[config.mk]
export PLATFORM = sky130hd
export DESIGN_NAME = alu_arbiter_flat
export DESIGN_NICKNAME = d
export VERILOG_FILES = /design/src/rtl/alu_arbiter_if.sv /design/src/rtl/alu_arbiter.sv /design/src/flat_wrapper.sv
export SDC_FILE = /design/constraint.sdc
export NUM_CORES = 1
export LEC_CHECK = 0
export BUFFER_PORTS_ARGS = -buffer_cell sky130_fd_sc_hd__buf_4
export CAP_MARGIN = 10
export CORE_MARGIN = 1.5
export CORE_UTILIZATION = 30
export DETAILED_ROUTE_END_ITERATION = 8
export PLACE_DENSITY = 0.66
export REMOVE_ABC_BUFFERS = 1
export SLEW_MARGIN = 20
export SYNTH_ARGS = -nofsm -noshare
export SYNTH_HDL_FRONTEND = slang
export SYNTH_SLANG_ARGS = --single-unit
[constraint.sdc]
create_clock -name clk -period 2.6 [get_ports clk]
set_input_delay 0.39 -clock clk [delete_from_list [all_inputs] [get_ports clk]]
set_output_delay 0.39 -clock clk [all_outputs]
set_load 0.03 [all_outputs]
[src/rtl/alu_arbiter_if.sv]
// alu_arbiter_if: the bus between the two ALU requesters, the arbiter and the ALU.
//   Requester side : req0/req1, op0/op1, a0/b0, a1/b1 in; done0/done1, y, zero, err,
//                    busy and owner back.
//   ALU side       : alu_a, alu_b, alu_op out to the ALU; alu_y, alu_zero back.
// The slave modport is the arbiter's view. The master modport is the view of the
// environment, which holds both requesters and the ALU.
interface alu_arbiter_if #(
  parameter int WIDTH = 16
);
  logic             req0;
  logic             req1;
  logic [3:0]       op0;
  logic [3:0]       op1;
  logic [WIDTH-1:0] a0;
  logic [WIDTH-1:0] b0;
  logic [WIDTH-1:0] a1;
  logic [WIDTH-1:0] b1;
  logic [WIDTH-1:0] alu_a;
  logic [WIDTH-1:0] alu_b;
  logic [3:0]       alu_op;
  logic [WIDTH-1:0] alu_y;
  logic             alu_zero;
  logic [WIDTH-1:0] y;
  logic             zero;
  logic             err;
  logic             done0;
  logic             done1;
  logic             busy;
  logic             owner;

  modport slave (
    input  req0, req1, op0, op1, a0, b0, a1, b1, alu_y, alu_zero,
    output alu_a, alu_b, alu_op, y, zero, err, done0, done1, busy, owner
  );

  modport master (
    output req0, req1, op0, op1, a0, b0, a1, b1, alu_y, alu_zero,
    input  alu_a, alu_b, alu_op, y, zero, err, done0, done1, busy, owner
  );
endinterface

[src/rtl/alu_arbiter.sv]
// alu_arbiter: two-requester round-robin arbiter and sequencer for the shared ALU.
//   clk   : system clock, rising edge
//   reset : asynchronous, active-low reset
//   bus   : alu_arbiter_if.slave. It carries the requests (req/op/a/b per requester),
//           the registered ALU operands (alu_a/alu_b/alu_op) and the ALU result
//           (alu_y/alu_zero). The registered responses are y/zero/err, the one-cycle
//           done0/done1 pulses, busy, and owner (the requester served now or last).
// Each operation runs IDLE -> EXEC -> DONE, so it takes three cycles. Every output is
// a register, so no input reaches an output through combinational logic.
module alu_arbiter #(
  parameter int WIDTH = 16,
  parameter int NOPS  = 10
) (
  input logic           clk,
  input logic           reset,
  alu_arbiter_if.slave  bus
);

  typedef enum logic [1:0] {
    IDLE = 2'd0,
    EXEC = 2'd1,
    DONE = 2'd2
  } state_t;

  // One extra bit keeps the limit representable even if NOPS were 16.
  localparam logic [4:0] NOPS_L = 5'(NOPS);

  state_t state_r;
  logic   win_s;
  logic   legal_s;

  // Round-robin winner. On a tie, the requester that was not served last wins.
  always_comb begin
    win_s = 1'b0;
    if (bus.req0 && bus.req1) begin
      win_s = ~bus.owner;
    end else if (bus.req1) begin
      win_s = 1'b1;
    end else begin
      win_s = 1'b0;
    end
  end

  // The latched opcode is legal when it is below NOPS.
  always_comb begin
    legal_s = ({1'b0, bus.alu_op} < NOPS_L);
  end

  // Sequencer FSM. All outputs are registered here.
  always_ff @(posedge clk or negedge reset) begin
    if (!reset) begin
      state_r    <= IDLE;
      bus.owner  <= 1'b1;  // requester 0 wins the first tie
      bus.alu_a  <= {WIDTH{1'b0}};
      bus.alu_b  <= {WIDTH{1'b0}};
      bus.alu_op <= 4'd0;
      bus.y      <= {WIDTH{1'b0}};
      bus.zero   <= 1'b0;
      bus.err    <= 1'b0;
      bus.done0  <= 1'b0;
      bus.done1  <= 1'b0;
      bus.busy   <= 1'b0;
    end else begin
      case (state_r)
        IDLE: begin
          bus.done0 <= 1'b0;
          bus.done1 <= 1'b0;
          if (bus.req0 || bus.req1) begin
            bus.owner  <= win_s;
            bus.alu_op <= win_s ? bus.op1 : bus.op0;
            bus.alu_a  <= win_s ? bus.a1  : bus.a0;
            bus.alu_b  <= win_s ? bus.b1  : bus.b0;
            bus.busy   <= 1'b1;
            state_r    <= EXEC;
          end
        end
        EXEC: begin
          // On an illegal opcode, alu_y is ignored and the result is forced to zero.
          if (legal_s) begin
            bus.y    <= bus.alu_y;
            bus.zero <= bus.alu_zero;
            bus.err  <= 1'b0;
          end else begin
            bus.y    <= {WIDTH{1'b0}};
            bus.zero <= 1'b0;
            bus.err  <= 1'b1;
          end
          bus.done0 <= ~bus.owner;
          bus.done1 <= bus.owner;
          state_r   <= DONE;
        end
        DONE: begin
          bus.done0 <= 1'b0;
          bus.done1 <= 1'b0;
          bus.busy  <= 1'b0;
          state_r   <= IDLE;
        end
        default: begin
          bus.done0 <= 1'b0;
          bus.done1 <= 1'b0;
          bus.busy  <= 1'b0;
          state_r   <= IDLE;
        end
      endcase
    end
  end

endmodule

[src/flat_wrapper.sv]
// flat-port wrapper written by rule: the top's interface ports become plain ports
module alu_arbiter_flat 
#(
  parameter int WIDTH = 16,
  parameter int NOPS  = 10
)
  (clk, reset, bus_req0, bus_req1, bus_op0, bus_op1, bus_a0, bus_b0, bus_a1, bus_b1, bus_alu_y, bus_alu_zero, bus_alu_a, bus_alu_b, bus_alu_op, bus_y, bus_zero, bus_err, bus_done0, bus_done1, bus_busy, bus_owner);
  alu_arbiter_if #(.WIDTH(WIDTH)) bus_i ();
  input logic clk;
  input logic reset;
  input wire logic [$bits(bus_i.req0)-1:0] bus_req0;
  input wire logic [$bits(bus_i.req1)-1:0] bus_req1;
  input wire logic [$bits(bus_i.op0)-1:0] bus_op0;
  input wire logic [$bits(bus_i.op1)-1:0] bus_op1;
  input wire logic [$bits(bus_i.a0)-1:0] bus_a0;
  input wire logic [$bits(bus_i.b0)-1:0] bus_b0;
  input wire logic [$bits(bus_i.a1)-1:0] bus_a1;
  input wire logic [$bits(bus_i.b1)-1:0] bus_b1;
  input wire logic [$bits(bus_i.alu_y)-1:0] bus_alu_y;
  input wire logic [$bits(bus_i.alu_zero)-1:0] bus_alu_zero;
  output wire logic [$bits(bus_i.alu_a)-1:0] bus_alu_a;
  output wire logic [$bits(bus_i.alu_b)-1:0] bus_alu_b;
  output wire logic [$bits(bus_i.alu_op)-1:0] bus_alu_op;
  output wire logic [$bits(bus_i.y)-1:0] bus_y;
  output wire logic [$bits(bus_i.zero)-1:0] bus_zero;
  output wire logic [$bits(bus_i.err)-1:0] bus_err;
  output wire logic [$bits(bus_i.done0)-1:0] bus_done0;
  output wire logic [$bits(bus_i.done1)-1:0] bus_done1;
  output wire logic [$bits(bus_i.busy)-1:0] bus_busy;
  output wire logic [$bits(bus_i.owner)-1:0] bus_owner;
  assign bus_i.req0 = bus_req0;
  assign bus_i.req1 = bus_req1;
  assign bus_i.op0 = bus_op0;
  assign bus_i.op1 = bus_op1;
  assign bus_i.a0 = bus_a0;
  assign bus_i.b0 = bus_b0;
  assign bus_i.a1 = bus_a1;
  assign bus_i.b1 = bus_b1;
  assign bus_i.alu_y = bus_alu_y;
  assign bus_i.alu_zero = bus_alu_zero;
  assign bus_alu_a = bus_i.alu_a;
  assign bus_alu_b = bus_i.alu_b;
  assign bus_alu_op = bus_i.alu_op;
  assign bus_y = bus_i.y;
  assign bus_zero = bus_i.zero;
  assign bus_err = bus_i.err;
  assign bus_done0 = bus_i.done0;
  assign bus_done1 = bus_i.done1;
  assign bus_busy = bus_i.busy;
  assign bus_owner = bus_i.owner;
  alu_arbiter #(.WIDTH(WIDTH), .NOPS(NOPS)) u_core (.clk(clk), .reset(reset), .bus(bus_i));
endmodule
After elaboration in Yosys (flattened, before gate mapping)
Index checks and enable logic that the tools add are counted.
{"block": "op_classes", "n_lt_le_gt_ge": 1, "n_eq_ne": 2, "n_mux": 14, "n_bitwise": 2, "n_reduce_logical": 5}
{"op": "16-bit 2-to-1 mux", "count": 3}
{"op": "1-bit 2-to-1 mux", "count": 7}
{"op": "4-bit less-than comparator, second input constant", "count": 1}
{"op": "4-bit 2-to-1 mux", "count": 1}
{"op": "2-bit one-hot mux with 2 select lines", "count": 1}
{"op": "2-bit AND reduction", "count": 2}
{"op": "2-bit by 1-bit == test with 1-bit output, second input constant", "count": 1}
{"op": "2-bit logical NOT", "count": 1}
{"op": "2-bit 2-to-1 mux", "count": 1}
{"op": "2-bit by 1-bit != test with 1-bit output, second input constant", "count": 1}
{"op": "1-bit NOT", "count": 2}
{"op": "1-bit one-hot mux with 2 select lines", "count": 1}
{"op": "1-bit logical AND", "count": 1}
{"op": "1-bit logical OR", "count": 1}
{"block": "totals", "reg_bits": 60, "input_bits": 93, "output_inout_bits": 58, "wordCells": 35}

Longest topological paths before layout
{"block": "depth", "depth_word": 3, "ltp_mapped": 6, "mapped_depth_nobuf": 4}

Least setup slack after synthesis
No wires, ideal clock.
{"block": "synth_timing", "kind": "reg-to-reg", "from": "register u_core.bus.owner", "to": "register u_core.bus.alu_a[14]", "setup_time_ns": 0.082, "arrival_time_ns": 1.340, "required_time_ns": 2.518, "slack_ns": 1.178, "stages_incl_launch_ff": 6, "period_less_slack_ns": 1.422, "path_cell_list": "dfstp_2 -> a21bo_2 -> buf_2 -> buf_2 -> nand2_1 -> a31oi_1"}
{"block": "synth_via", "elab_chain_cells": 3}
{"item": "start: declaration", "line_no": "alu_arbiter_if.sv:33", "source": "output alu_a, alu_b, alu_op, y, zero, err, done0, done1, busy, owner"}
{"item": "start signal: assignment", "line_no": "alu_arbiter.sv:69", "source": "bus.owner <= win_s;"}
{"item": "1-bit NOT", "line_no": "alu_arbiter.sv:36", "source": "win_s = ~bus.owner;"}
{"item": "1-bit 2-to-1 mux", "line_no": "alu_arbiter.sv:35", "source": "if (bus.req0 && bus.req1) begin"}
{"item": "16-bit 2-to-1 mux", "line_no": "alu_arbiter.sv:71", "source": "bus.alu_a <= win_s ? bus.a1 : bus.a0;"}
{"item": "end signal: assignment", "line_no": "alu_arbiter.sv:54", "source": "bus.alu_a <= {WIDTH{1'b0}};"}
{"item": "end signal: assignment", "line_no": "alu_arbiter.sv:71"}
{"item": "end: declaration", "line_no": "alu_arbiter_if.sv:33"}
Every way passes these cells.
A chain may end at the register's enable or synchronous reset.

Worst setup path in the final report
{"block": "layout_timing", "from": "register u_core.state_r[1]", "to": "register u_core.bus.y[10]"}
{"block": "layout_via", "elab_chain_cells": 1}
{"item": "start: declaration", "line_no": "alu_arbiter.sv:28", "source": "state_t state_r;"}
{"item": "start signal: assignment", "line_no": "alu_arbiter.sv:52", "source": "state_r <= IDLE;"}
{"item": "start signal: assignment", "line_no": "alu_arbiter.sv:74", "source": "state_r <= EXEC;"}
{"item": "start signal: assignment", "line_no": "alu_arbiter.sv:90", "source": "state_r <= DONE;"}
{"item": "2-bit by 1-bit == test with 1-bit output", "line_no": "alu_arbiter.sv:64", "source": "case (state_r)"}
{"item": "end signal: assignment", "line_no": "alu_arbiter.sv:57", "source": "bus.y <= {WIDTH{1'b0}};"}
{"item": "end signal: assignment", "line_no": "alu_arbiter.sv:80", "source": "bus.y <= bus.alu_y;"}
{"item": "end signal: assignment", "line_no": "alu_arbiter.sv:84", "source": "bus.y <= {WIDTH{1'b0}};"}
{"item": "end: declaration", "line_no": "alu_arbiter_if.sv:33"}
Every way passes these cells.

==> impl_results.md <==
* Number of enable flip-flop cells after synthesis at 0
* Number of remaining DRC errors at 0
* Final nets at between 400 and 500
* Row cnt at 33
* Initial drt markers at a little over 80
* Most common cell in the netlist: nand2_1
* # hold bufs at CTS at 0
* Leading area contributor after synthesis: dfrtp_1
* Port bufs at 150
* Power density over cell area at ~1300 nW/um2
* Synth async-reset ratio at 1.00
* Area grow syn2layout at 53.5%
* Post-CTS Setup Bufs at 0
* Worst-Skew Late Latency at 0.33 ns
* Die area at 9080 um2
* Clock tree root driver cell: clkbuf_8
* Antenna fix cells at 0
* Post-synth top cells: nand2_1 (72), dfrtp_1 (59), a21oi_1 (37), a31oi_1 (37), a22o_1 (17)
* Per-cell routed wire length at around 15 um
* Pre-Repair DR Iteration Count at 4
* Worst path required time at approximately 2.9 ns
* Worst-path clk slew at 0.06 ns
* Die Y-Extent at 95.3 um
* Yosys warns at 0
* Top Ports at between 150 and 200
* Hold Path Class: in -> async
* Overall routing resource usage at 0.166
* Max_slew headroom at 0.503
* CTS Buffer Depth at 2
* Mapped Avg Cell Area at 9.83 um2
* CTS resizes at 0
* Largest net degree at the start of global routing at between 60 and 70
* Status: finished clean
* Cell Count, Final, Fillers Out at about 510
* Placed Cells at ~500
* Crit Path Max Fanout at 20
* Maximum clock frequency at ~590 MHz
* DP Wirelength at ~5300 um
* Worst vdd ir at roughly 0.46 mV
* Startpoint Class: flop
* Die W at 95.3 um
* Setup Skew at 0.00704 ns
* Congestion Overflow GR at 0
* CTS tree: yes
* Synth Instances at 260
* Setup TNS at 0 ns
* Sink Count at 60
* CTS H-tree depth at 3
* Ys flop type: dfrtp_1
* WL final at 7570 um
* Worst-margin pin slew at between 0.7 and 0.8 ns
* CTS Buf Count at 9
* Vias in the first global route at 2459
* Seq/Total Area, Yosys at 0.588
* CORE AREA at around 8200 um2
* Vias/cell at 4.88
* Minimum clock period at about 1.7 ns
* Area contributors post-synth: dfrtp_1 (58%), nand2_1 (11%), a31oi_1 (9.1%)
* Layout cell share with drive strength beyond 1 at 0.426
* Worst setup EP type: flop
* RePlAce Congestion at 0.708
* Yosys reg bits at 60
* Unrepaired setup endpoints after global routing: false
* Kind of critical path: reg -> reg
* Post-synthesis cell type count at 20
* Pleak at around 1.9 nW
* First-pass GRT wire length at ~11000 um
* Cell Area, Synth at 2560 um2
* Initial antenna violation count at 0
* ANT nets after route at 0
* Starting Density at 0.311
* Final-report hold violation count at 0
* WP data arrival at ~1.9 ns
* Total number of vias at roughly 2500
* Final slew viol count at 0
* Final period util at 0.649
* Synth top area share at 0.578
* Setup-failing EPs final at 0
* Max-cap violations at 0
where the power goes:
| part | total (mW) | internal [mW] | switching [mW] |
|---|---|---|---|
| Clock | 0.818 | 0.483 | 0.334 |
| Sequential | 1.66 | 1.38 | 0.278 |
| Combinational | 2.67 | 1.01 | 1.66 |
| Total | 5.15 | 2.87 | 2.27 |
critical path, stage by stage (launching register included):
cell      delay (ns)
dfrtp_1         0.41
nand2b_1        0.15
buf_4           0.21
nor2_2          0.61
a22o_1          0.24
kinds of logic after synthesis:
kind of cell | after synthesis | share of synthesized area
DFF | 60 | 0.588
AOI/OAI and AO/OA | 95 | 0.235
and+or+nand+nor | 81 | 0.125
buffers and inverters | 24 | 0.0519
worst paths after layout:
path / start / slack (ns) / to / cells after the start
worst max-delay path: u_core.state_r[1]$_DFFE_PN0P_ / 0.91 / u_core.bus.y[10]$_DFFE_PN0N_ / 4
worst max register to register: u_core.state_r[1]$_DFFE_PN0P_ / 0.91 / u_core.bus.y[10]$_DFFE_PN0N_ / 4
min in group clk: bus_req0 / 0.25 / u_core.bus.owner$_DFFE_PN1P_ / 2
max in group asynchronous: reset / 1.98 / u_core.bus.alu_a[14]$_DFFE_PN0P_ / 1
worst min-delay path: reset / 0.13 / u_core.bus.y[11]$_DFFE_PN0N_ / 1
worst min register to register: u_core.bus.busy$_DFFE_PN0P_ / 0.48 / u_core.bus.busy$_DFFE_PN0P_ / 1
flip-flops by register name (all words and copies together) (netlist names):
name               count
u_core.bus.alu_op      4
u_core.bus.busy        1
u_core.state_r         2
u_core.bus.zero        1
u_core.bus.alu_a      16
u_core.bus.done1       1
u_core.bus.done0       1
u_core.bus.owner       1
u_core.bus.alu_b      16
u_core.bus.err         1
u_core.bus.y          16
per-layer routing:
| metal | vias up | GRT usage | share of wire |
|---|---|---|---|
| met5 | - | 0 | 0 |
| met4 | 0 | 0.0597 | 0.0086 |
| met3 | 6 | 0.0606 | 0.11 |
| met2 | 114 | 0.283 | 0.48 |
| met1 | 1177 | 0.189 | 0.41 |
| li1 | 1197 | - | - |
cell usage in the layout, fill, tap and decap left out, types with 2 or more instances in the layout:
cell	count
buf_4	154
nand2_1	72
dfrtp_1	59
a21oi_1	37
a31oi_1	37
a22o_1	17
clkbuf_8	11
nor2_1	3
inv_1	2
final cells by class:
type	instances	area (um2)
clock buffers	12	155
clock inverters	2	35.0
fillers	794	4290
inverters	2	7.51
multi-input cells	176	936
flip-flops and latches	60	1500
well taps	105	131
repair buffers	154	1160
stage by stage:
| stage | total power [mW] | setup slack, ns | utilization | area, um2 | hold WS, ns |
|---|---|---|---|---|---|
| floorplan | 3.24 | 0.243 | - | 2430 | 0.0944 |
| global placement | 4.33 | 0.821 | 0.454 | 3730 | 0.466 |
| detailed placement | 4.37 | 0.768 | 0.454 | 3730 | 0.470 |
| CTS | 5.20 | 0.874 | 0.478 | 3920 | 0.141 |
| global route | 5.47 | 0.787 | 0.478 | 3920 | 0.174 |
| finish | 5.15 | 0.914 | 0.478 | 3920 | 0.133 |
No activity file was read; power rests on OpenSTA's default activity.
